[src/rtl/reg_bank_write_arbiter_pkg.sv]
// Shared types for the register-bank write arbiter: sequencer states, requester ID,
// and hold-counter sizing.
package reg_arb_pkg;

    typedef enum logic [1:0] {
        IDLE   = 2'd0,
        SETUP  = 2'd1,
        STROBE = 2'd2,
        DONE   = 2'd3
    } state_t;

    typedef logic req_id_t;

    // Counter must hold HOLD_CYCLES-1; never narrower than one bit.
    function automatic int unsigned hold_cnt_w(input int unsigned hold);
        int unsigned w;
        w = $clog2(hold + 1);
        return (w < 1) ? 1 : w;
    endfunction

    localparam int unsigned HOLD_CNT_W_DEFAULT = hold_cnt_w(2);

endpackage

[src/rtl/reg_bank_write_arbiter_if.sv]
// Bus bundle between the two write masters, the arbiter and the register bank.
interface reg_bank_write_arbiter_if #(
    parameter int DATA_W = 8,
    parameter int ADDR_W = 2
);
    logic              REQ0;
    logic [ADDR_W-1:0] ADDR0;
    logic [DATA_W-1:0] DATA0;
    logic              REQ1;
    logic [ADDR_W-1:0] ADDR1;
    logic [DATA_W-1:0] DATA1;
    logic              ACK0;
    logic              ACK1;
    logic              WE;
    logic [ADDR_W-1:0] WADDR;
    logic [DATA_W-1:0] WDATA;
    logic              BUSY;

    modport master (
        output REQ0, ADDR0, DATA0, REQ1, ADDR1, DATA1,
        input  ACK0, ACK1, WE, WADDR, WDATA, BUSY
    );

    modport slave (
        input  REQ0, ADDR0, DATA0, REQ1, ADDR1, DATA1,
        output ACK0, ACK1, WE, WADDR, WDATA, BUSY
    );
endinterface

[src/rtl/reg_bank_write_arbiter_rr_pick2.sv]
// Combinational two-way round-robin picker; PTR only matters when both request.
module rr_pick2
    import reg_arb_pkg::*;
(
    input  logic    REQ0,
    input  logic    REQ1,
    input  req_id_t PTR,
    output logic    GRANT_VALID,
    output req_id_t GRANT_ID
);
    always_comb begin
        GRANT_VALID = REQ0 | REQ1;
        GRANT_ID    = (REQ0 && REQ1) ? PTR : req_id_t'(REQ1);
    end
endmodule

[src/rtl/reg_bank_write_arbiter.sv]
// Round-robin write sequencer: grant, one setup cycle, HOLD_CYCLES of WE, then ACK.
module reg_bank_write_arbiter
    import reg_arb_pkg::*;
#(
    parameter int DATA_W      = 8,
    parameter int ADDR_W      = 2,
    parameter int HOLD_CYCLES = 2
) (
    input  logic CLK,
    input  logic RST,
    reg_bank_write_arbiter_if.slave bus
);
    localparam int unsigned CNT_W = hold_cnt_w(HOLD_CYCLES);

    if (HOLD_CYCLES < 1) begin : g_bad_hold
        $error("reg_bank_write_arbiter: HOLD_CYCLES must be >= 1");
    end

    state_t            r_state;
    req_id_t           r_ptr;
    req_id_t           r_winner;
    logic [CNT_W-1:0]  r_cnt;
    logic              r_we;
    logic              r_ack0;
    logic              r_ack1;
    logic              r_busy;
    logic [ADDR_W-1:0] r_waddr;
    logic [DATA_W-1:0] r_wdata;

    logic              w_grant_valid;
    req_id_t           w_grant_id;

    rr_pick2 u_pick (
        .REQ0        (bus.REQ0),
        .REQ1        (bus.REQ1),
        .PTR         (r_ptr),
        .GRANT_VALID (w_grant_valid),
        .GRANT_ID    (w_grant_id)
    );

    always_ff @(posedge CLK) begin
        if (RST) begin
            r_state  <= IDLE;
            r_ptr    <= 1'b0;
            r_winner <= 1'b0;
            r_cnt    <= '0;
            r_we     <= 1'b0;
            r_ack0   <= 1'b0;
            r_ack1   <= 1'b0;
            r_busy   <= 1'b0;
            r_waddr  <= '0;
            r_wdata  <= '0;
        end else begin
            r_ack0 <= 1'b0;
            r_ack1 <= 1'b0;
            case (r_state)
                IDLE: begin
                    if (w_grant_valid) begin
                        r_state  <= SETUP;
                        r_busy   <= 1'b1;
                        r_winner <= w_grant_id;
                        r_waddr  <= w_grant_id ? bus.ADDR1 : bus.ADDR0;
                        r_wdata  <= w_grant_id ? bus.DATA1 : bus.DATA0;
                    end
                end
                SETUP: begin
                    r_state <= STROBE;
                    r_we    <= 1'b1;
                    r_cnt   <= CNT_W'(HOLD_CYCLES - 1);
                end
                STROBE: begin
                    if (r_cnt == '0) begin
                        r_state <= DONE;
                        r_we    <= 1'b0;
                        r_ack0  <= ~r_winner;
                        r_ack1  <= r_winner;
                    end else begin
                        r_cnt <= r_cnt - 1'b1;
                    end
                end
                DONE: begin
                    r_state <= IDLE;
                    r_busy  <= 1'b0;
                    r_ptr   <= ~r_winner;
                end
                default: r_state <= IDLE;
            endcase
        end
    end

    assign bus.WE    = r_we;
    assign bus.ACK0  = r_ack0;
    assign bus.ACK1  = r_ack1;
    assign bus.BUSY  = r_busy;
    assign bus.WADDR = r_waddr;
    assign bus.WDATA = r_wdata;

endmodule

[src/flat_wrapper.sv]
// flat-port wrapper written by rule: the top's interface ports become plain ports
module reg_bank_write_arbiter_flat import reg_arb_pkg::*;
#(
    parameter int DATA_W      = 8,
    parameter int ADDR_W      = 2,
    parameter int HOLD_CYCLES = 2
)
  (CLK, RST, bus_REQ0, bus_ADDR0, bus_DATA0, bus_REQ1, bus_ADDR1, bus_DATA1, bus_ACK0, bus_ACK1, bus_WE, bus_WADDR, bus_WDATA, bus_BUSY);
  reg_bank_write_arbiter_if #(.DATA_W(DATA_W), .ADDR_W(ADDR_W)) bus_i ();
  input  logic CLK;
  input  logic RST;
  input wire logic [$bits(bus_i.REQ0)-1:0] bus_REQ0;
  input wire logic [$bits(bus_i.ADDR0)-1:0] bus_ADDR0;
  input wire logic [$bits(bus_i.DATA0)-1:0] bus_DATA0;
  input wire logic [$bits(bus_i.REQ1)-1:0] bus_REQ1;
  input wire logic [$bits(bus_i.ADDR1)-1:0] bus_ADDR1;
  input wire logic [$bits(bus_i.DATA1)-1:0] bus_DATA1;
  output wire logic [$bits(bus_i.ACK0)-1:0] bus_ACK0;
  output wire logic [$bits(bus_i.ACK1)-1:0] bus_ACK1;
  output wire logic [$bits(bus_i.WE)-1:0] bus_WE;
  output wire logic [$bits(bus_i.WADDR)-1:0] bus_WADDR;
  output wire logic [$bits(bus_i.WDATA)-1:0] bus_WDATA;
  output wire logic [$bits(bus_i.BUSY)-1:0] bus_BUSY;
  assign bus_i.REQ0 = bus_REQ0;
  assign bus_i.ADDR0 = bus_ADDR0;
  assign bus_i.DATA0 = bus_DATA0;
  assign bus_i.REQ1 = bus_REQ1;
  assign bus_i.ADDR1 = bus_ADDR1;
  assign bus_i.DATA1 = bus_DATA1;
  assign bus_ACK0 = bus_i.ACK0;
  assign bus_ACK1 = bus_i.ACK1;
  assign bus_WE = bus_i.WE;
  assign bus_WADDR = bus_i.WADDR;
  assign bus_WDATA = bus_i.WDATA;
  assign bus_BUSY = bus_i.BUSY;
  reg_bank_write_arbiter #(.DATA_W(DATA_W), .ADDR_W(ADDR_W), .HOLD_CYCLES(HOLD_CYCLES)) u_core (.CLK(CLK), .RST(RST), .bus(bus_i));
endmodule
[config.mk]
export PLATFORM = sky130hd
export DESIGN_NAME = reg_bank_write_arbiter_flat
export DESIGN_NICKNAME = d
export VERILOG_FILES = /design/src/rtl/reg_bank_write_arbiter_pkg.sv /design/src/rtl/reg_bank_write_arbiter_if.sv /design/src/rtl/reg_bank_write_arbiter_rr_pick2.sv /design/src/rtl/reg_bank_write_arbiter.sv /design/src/flat_wrapper.sv
export SDC_FILE = /design/constraint.sdc
export NUM_CORES = 1
export LEC_CHECK = 0
export ABC_AREA = 1
export CORE_MARGIN = 3
export CORE_UTILIZATION = 27
export DETAILED_ROUTE_END_ITERATION = 6
export PLACE_DENSITY = 0.62
export SYNTH_ARGS = -nofsm -noshare
export SYNTH_HDL_FRONTEND = slang
export SYNTH_SLANG_ARGS = --single-unit
[constraint.sdc]
create_clock -name CLK -period 1.85 [get_ports CLK]
set_clock_uncertainty 0.15 [all_clocks]
set_input_delay 0.2775 -clock CLK [delete_from_list [all_inputs] [get_ports CLK]]
set_output_delay 0.2775 -clock CLK [all_outputs]
set_load 0.01 [all_outputs]
---- After elaboration in Yosys (flattened, before gate mapping) ----
Index checks and enable logic that the tools add are counted.
cells by class
  add/sub/neg operators ................... 1
  equality and inequality tests ........... 6
  mux-type cells .......................... 12
  bitwise gates (word level) .............. 4
  reduce and logical (&&, ||, !) cells .... 11
operators by type and width
  cell                                                 count
  AND reduction 2 bit                                  5
  two-way mux 2 bit                                    4
  two-way mux 8 bit                                    1
  case mux 2 bit (4 select lines)                      1
  equality test 2 bit, second input constant           2
  zero test 2 bit                                      2
  != test 2 bit, second input constant                 2
  case mux 1 bit (2 select lines)                      2
  case mux 2 bit (2 select lines)                      1
  nonzero test 2 bit                                   2
  two-way mux 1 bit                                    3
  NOT 1 bit                                            3
  OR reduction 3 bit                                   1
  equality test 2 x 1 -> 1 bit, second input constant  1
  != test 2 x 1 -> 1 bit, second input constant        1
  subtractor 2 x 1 -> 2 bit, second input constant     1
  logical AND 1 bit                                    1
  bitwise OR 1 bit                                     1
word-level totals
  bits in registers ....................... 20
  output and inout bits ................... 14
  word-level logic and storage cells ...... 44

---- Logic depth before layout (Yosys ltp) ----
  depth in word-level cells ............... 3
  gate-level depth with buffers ........... 8
  mapped depth without buffers ............ 7

---- Cells and area by module ----
From an unflattened synthesis, not the netlist that was laid out.
second synthesis, totals
  cells, all modules ...................... 159
  area total of the unflattened synthesis .. 1,061.0 um^2
by module, submodules not included
  module                  times used  cells each  area each (um^2)  seq. area each (um^2)
  reg_bank_write_arbiter  1           154         1,038.5           400.4
  rr_pick2                1           5           22.5              0.0

---- Least setup slack after synthesis ----
Ideal clock, no wire load.
  path type ............................... register -> register
  from .................................... register u_core.r_state[0]
  to ...................................... register u_core.r_cnt[1]
  data arrival time ....................... 1.056 ns
  path slack .............................. 0.516 ns
  cell stages (with the launch flop) ...... 7
  path buffers ............................ 0
  period minus slack after synthesis ...... 1.334 ns
  cells stage by stage .................... dfxtp_1 > inv_1 > ha_1 > o21ai_1 > nand2_1 > o21ai_0 > nor2_1
on the way
  longest elaborated chain between the ends .. 3
RTL lines
  what                                                                         RTL line                      text
  start: declaration                                                           reg_bank_write_arbiter.sv:19  state_t r_state;
  start signal: assignment                                                     reg_bank_write_arbiter.sv:43  r_state <= IDLE;
  start signal: assignment                                                     reg_bank_write_arbiter.sv:59  r_state <= SETUP;
  start signal: assignment                                                     reg_bank_write_arbiter.sv:67  r_state <= STROBE;
  equality test 2 bit / equality test 2 x 1 -> 1 bit (equally long branches)   reg_bank_write_arbiter.sv:56  case (r_state)
  != test 2 bit (no source line) / nonzero test 2 bit (equally long branches)  --
  AND reduction 2 bit (no source line)                                         --
  end signal: assignment                                                       reg_bank_write_arbiter.sv:69  r_cnt <= CNT_W'(HOLD_CYCLES - 1);
  end signal: assignment                                                       reg_bank_write_arbiter.sv:78  r_cnt <= r_cnt - 1'b1;
  end: declaration                                                             reg_bank_write_arbiter.sv:22  logic [CNT_W-1:0] r_cnt;
Parallel ways exist; a longest one is shown, timed or not.
A chain may end at the register's enable or synchronous reset.

---- Final worst setup path ----
  from .................................... register u_core.r_wdata[6], in the netlist u_core.bus.WDATA[6]
  to ...................................... output port bus_WDATA[6]
RTL lines
  what                      RTL line                      text
  start: declaration        reg_bank_write_arbiter.sv:28  logic [DATA_W-1:0] r_wdata;
  start signal: assignment  reg_bank_write_arbiter.sv:63  r_wdata <= w_grant_id ? bus.DATA1 : bus.DATA0;
  end: declaration          flat_wrapper.sv:22            output wire logic [$bits(bus_i.WDATA)-1:0] bus_WDATA;
No word-level cell between the ends.

==> flow_metrics.env <==
export IMPL_ctsHtreeMaxLevel=1
export IMPL_drtAntennaViolNets=0
export IMPL_fin_cells=240
export IMPL_ys_top_cells_by_count="33 x nand2_1, 28 x inv_1, 20 x dfxtp_1"
export IMPL_ctsHoldBuffers=0
export IMPL_hold_start="u_core.bus.WE"
export IMPL_grt_pass1_wl_um=3930
export IMPL_path_depth=1
export IMPL_pwr_share_seq=0.317
export IMPL_fmax_mhz=633
export IMPL_grt_max_degree=13
export IMPL_p_leak_nw=0.746
export IMPL_cts_buffer_depth=2
export IMPL_ys_seq_area_frac=0.366
export IMPL_finalInstanceArea_mm2=0.00160
export IMPL_finalSetupViolations=0
export IMPL_p_sw_mw=0.751
export IMPL_period_share=0.855
export IMPL_async_reset_ff_frac=0
export IMPL_start_kind="register"
export IMPL_row_count=22
export IMPL_r2r_cells=7
export IMPL_synth_top_area_share=0.366
export IMPL_synth_nets=183
export IMPL_tns_ns=0
export IMPL_fillerInstances=389
export IMPL_grt_pass1_vias=913
export IMPL_wirelength_um=2420
export IMPL_fin_hold_ws_ns=0.334
export IMPL_worstSetupPathType="register to output port"
export IMPL_dpl_cell_area_mm2=0.00153
export IMPL_num_io_pins=38
export IMPL_synthDistinctLibCells=19
export IMPL_post_cts_resized=0
export IMPL_power_internal_mw=1.33
export IMPL_path_max_fanout=2
export IMPL_critical_path_top_delay_family="buffers and inverters"
export IMPL_cts_inserted_buffers=3
export IMPL_cp_required_ns=1.42
export IMPL_swShare=0.360
export IMPL_hold_depth=2
export IMPL_vias=1002
export IMPL_cp_buffers_inverters=1
export IMPL_avgSynthCellArea_um2=7.24
export IMPL_core_mm2=0.00377
export IMPL_worstPathArrival_ns=1.15
export IMPL_wl_per_cell_um=10.1
export IMPL_dp_cells=236
export IMPL_power_frac_comb=0.475
export IMPL_antenna_found_initial=0
export IMPL_drv_slew=0
export IMPL_drcViolationCount=0
export IMPL_nNetsFinal=225
export IMPL_dieArea_mm2=0.00485
export IMPL_first_pass_iters=4
export IMPL_p_total_mw=2.08
export IMPL_cts_reportedPaths_clkPinSlew_ns=0.08
export IMPL_grt_overflow=0
export IMPL_drive_gt1_frac=0.109
export IMPL_grt_setup_unrepaired="false"
export IMPL_cts_sinks=20
export IMPL_crit_path_end_kind="output port"
export IMPL_r2r_start="u_core.r_state[0]"
export IMPL_outcome="complete, no violations"
export IMPL_ir_drop_uv=692
export IMPL_worst_slew_pin_slew_ns=0.278
export IMPL_drt_iter0_drc=47
export IMPL_period_minus_slack_ns=1.58
export IMPL_relSlewSlack=0.814
export IMPL_gp_congestion=0.754
export IMPL_via_per_inst=4.18
export IMPL_pwr_share_clk=0.209
export IMPL_path_cells="clkdlybuf4s50_1"
export IMPL_clock_latency_ns=0.26
export IMPL_synth_edff_count=0
export IMPL_track_usage=0.0989
export IMPL_yosys_area_top_type="dfxtp_1"
export IMPL_cts_root_buffer="clkbuf_8"
export IMPL_hold_violations=0
export IMPL_timing_critical_path_from="u_core.bus.WDATA[6]"
export IMPL_p_per_area_mw_per_mm2=1300
export IMPL_synth_area_mm2=0.00109
export IMPL_max_stage_delay_ns=0.55
export IMPL_hp_class="register to register"
export IMPL_dp_hpwl_um=1860
export IMPL_slowest_stage="clkdlybuf4s50_1"
export IMPL_post_cts_buffers=0
export IMPL_synth_ff_type="dfxtp_1"
export IMPL_yosysMostFrequentCell="nand2_1"
export IMPL_ys_ff_latch=20
export IMPL_ys_warnings_count=0
export IMPL_die_h_um=69.6
export IMPL_die_w_um=69.6
export IMPL_maxCapViolations=0
export IMPL_antennaDiodeCount=0
export IMPL_synthTopCellsByArea="dfxtp_1 37%, nand2_1 11%, inv_1 9.6%"
export IMPL_synth_cells=151
export IMPL_io_buffers=37
export IMPL_area_growth_pct=46.0
export IMPL_start_util=0.290
export IMPL_cts_tree="done"
layout by cell type (no fill, tap or decap):
| cell | count |
|---|---|
| o21ai_2 | 1 |
| nand3_1 | 13 |
| ha_1 | 8 |
| clkdlybuf4s50_1 | 37 |
| inv_1 | 28 |
| buf_4 | 5 |
| o21ai_0 | 3 |
| nand3_2 | 9 |
| a21oi_1 | 15 |
| nor3_1 | 2 |
| clkbuf_8 | 3 |
| nand2_1 | 33 |
| dfxtp_1 | 20 |
| inv_2 | 1 |
| nand3b_1 | 1 |
| bufinv_16 | 1 |
| nor3b_1 | 1 |
| nor2_1 | 9 |
| o21ai_1 | 1 |
| nand2_2 | 1 |
layout make-up:
class / instances / area (um2) / share of cell area
Clock inverter: 1 / 30.0 / 0.0188
Multi-Input combinational cell: 97 / 548 / 0.343
Inverter: 29 / 109 / 0.0682
Timing Repair Buffer: 42 / 408 / 0.255
Clock buffer: 3 / 41.3 / 0.0259
Sequential cell: 20 / 400 / 0.251
Tap cell: 48 / 60.1 / 0.0376
cell families after synthesis:
family | after synthesis | synth area share
adders and majority gates | 8 | 0.0915
AOI/OAI and AO/OA | 20 | 0.0950
and+or+nand+nor | 69 | 0.315
DFF | 20 | 0.366
buffers and inverters | 34 | 0.133
state kept, by name, summed over array words and instances, names as in the netlist:
signal and count:
u_core.bus.BUSY 1, u_core.r_cnt 2, u_core.bus.ACK0 1, u_core.bus.WE 1, u_core.bus.WDATA 8, u_core.r_winner 1
u_core.bus.ACK1 1, u_core.r_ptr 1, u_core.bus.WADDR 2, u_core.r_state 2
per-stage QoR:
stage / worst slack, ns / utilization
finish: 0.269 / 0.423
detailed placement: 0.0909 / 0.404
global placement: 0.121 / 0.404
floorplan: 0.516 / -
CTS: 0.246 / 0.423
global route: 0.214 / 0.423
metal layers:
layer	GRT usage	part of all wire
met5	0	0
met1	0.126	0.50
met2	0.154	0.43
met3	0.0420	0.067
met4	0.0255	0.0050
power groups by stage:
stage	sequential, mW	combinational, mW	clock [mW]
after detailed placement	0.670	0.992	0
after floorplan	0.705	0.625	0
after CTS	0.661	0.999	0.453
after global placement	0.671	0.987	0
after global routing	0.678	1.11	0.469
final	0.660	0.989	0.435
worst paths after layout:
kind	end	slack, ns
worst max-delay path	bus_WDATA[6]	0.27
worst min-delay path	u_core.bus.WE	0.33
worst max register to register	u_core.bus.WDATA[6]	0.36
worst min register to register	u_core.bus.WE	0.33
Note: power is estimated with default switching activity, not from simulation.
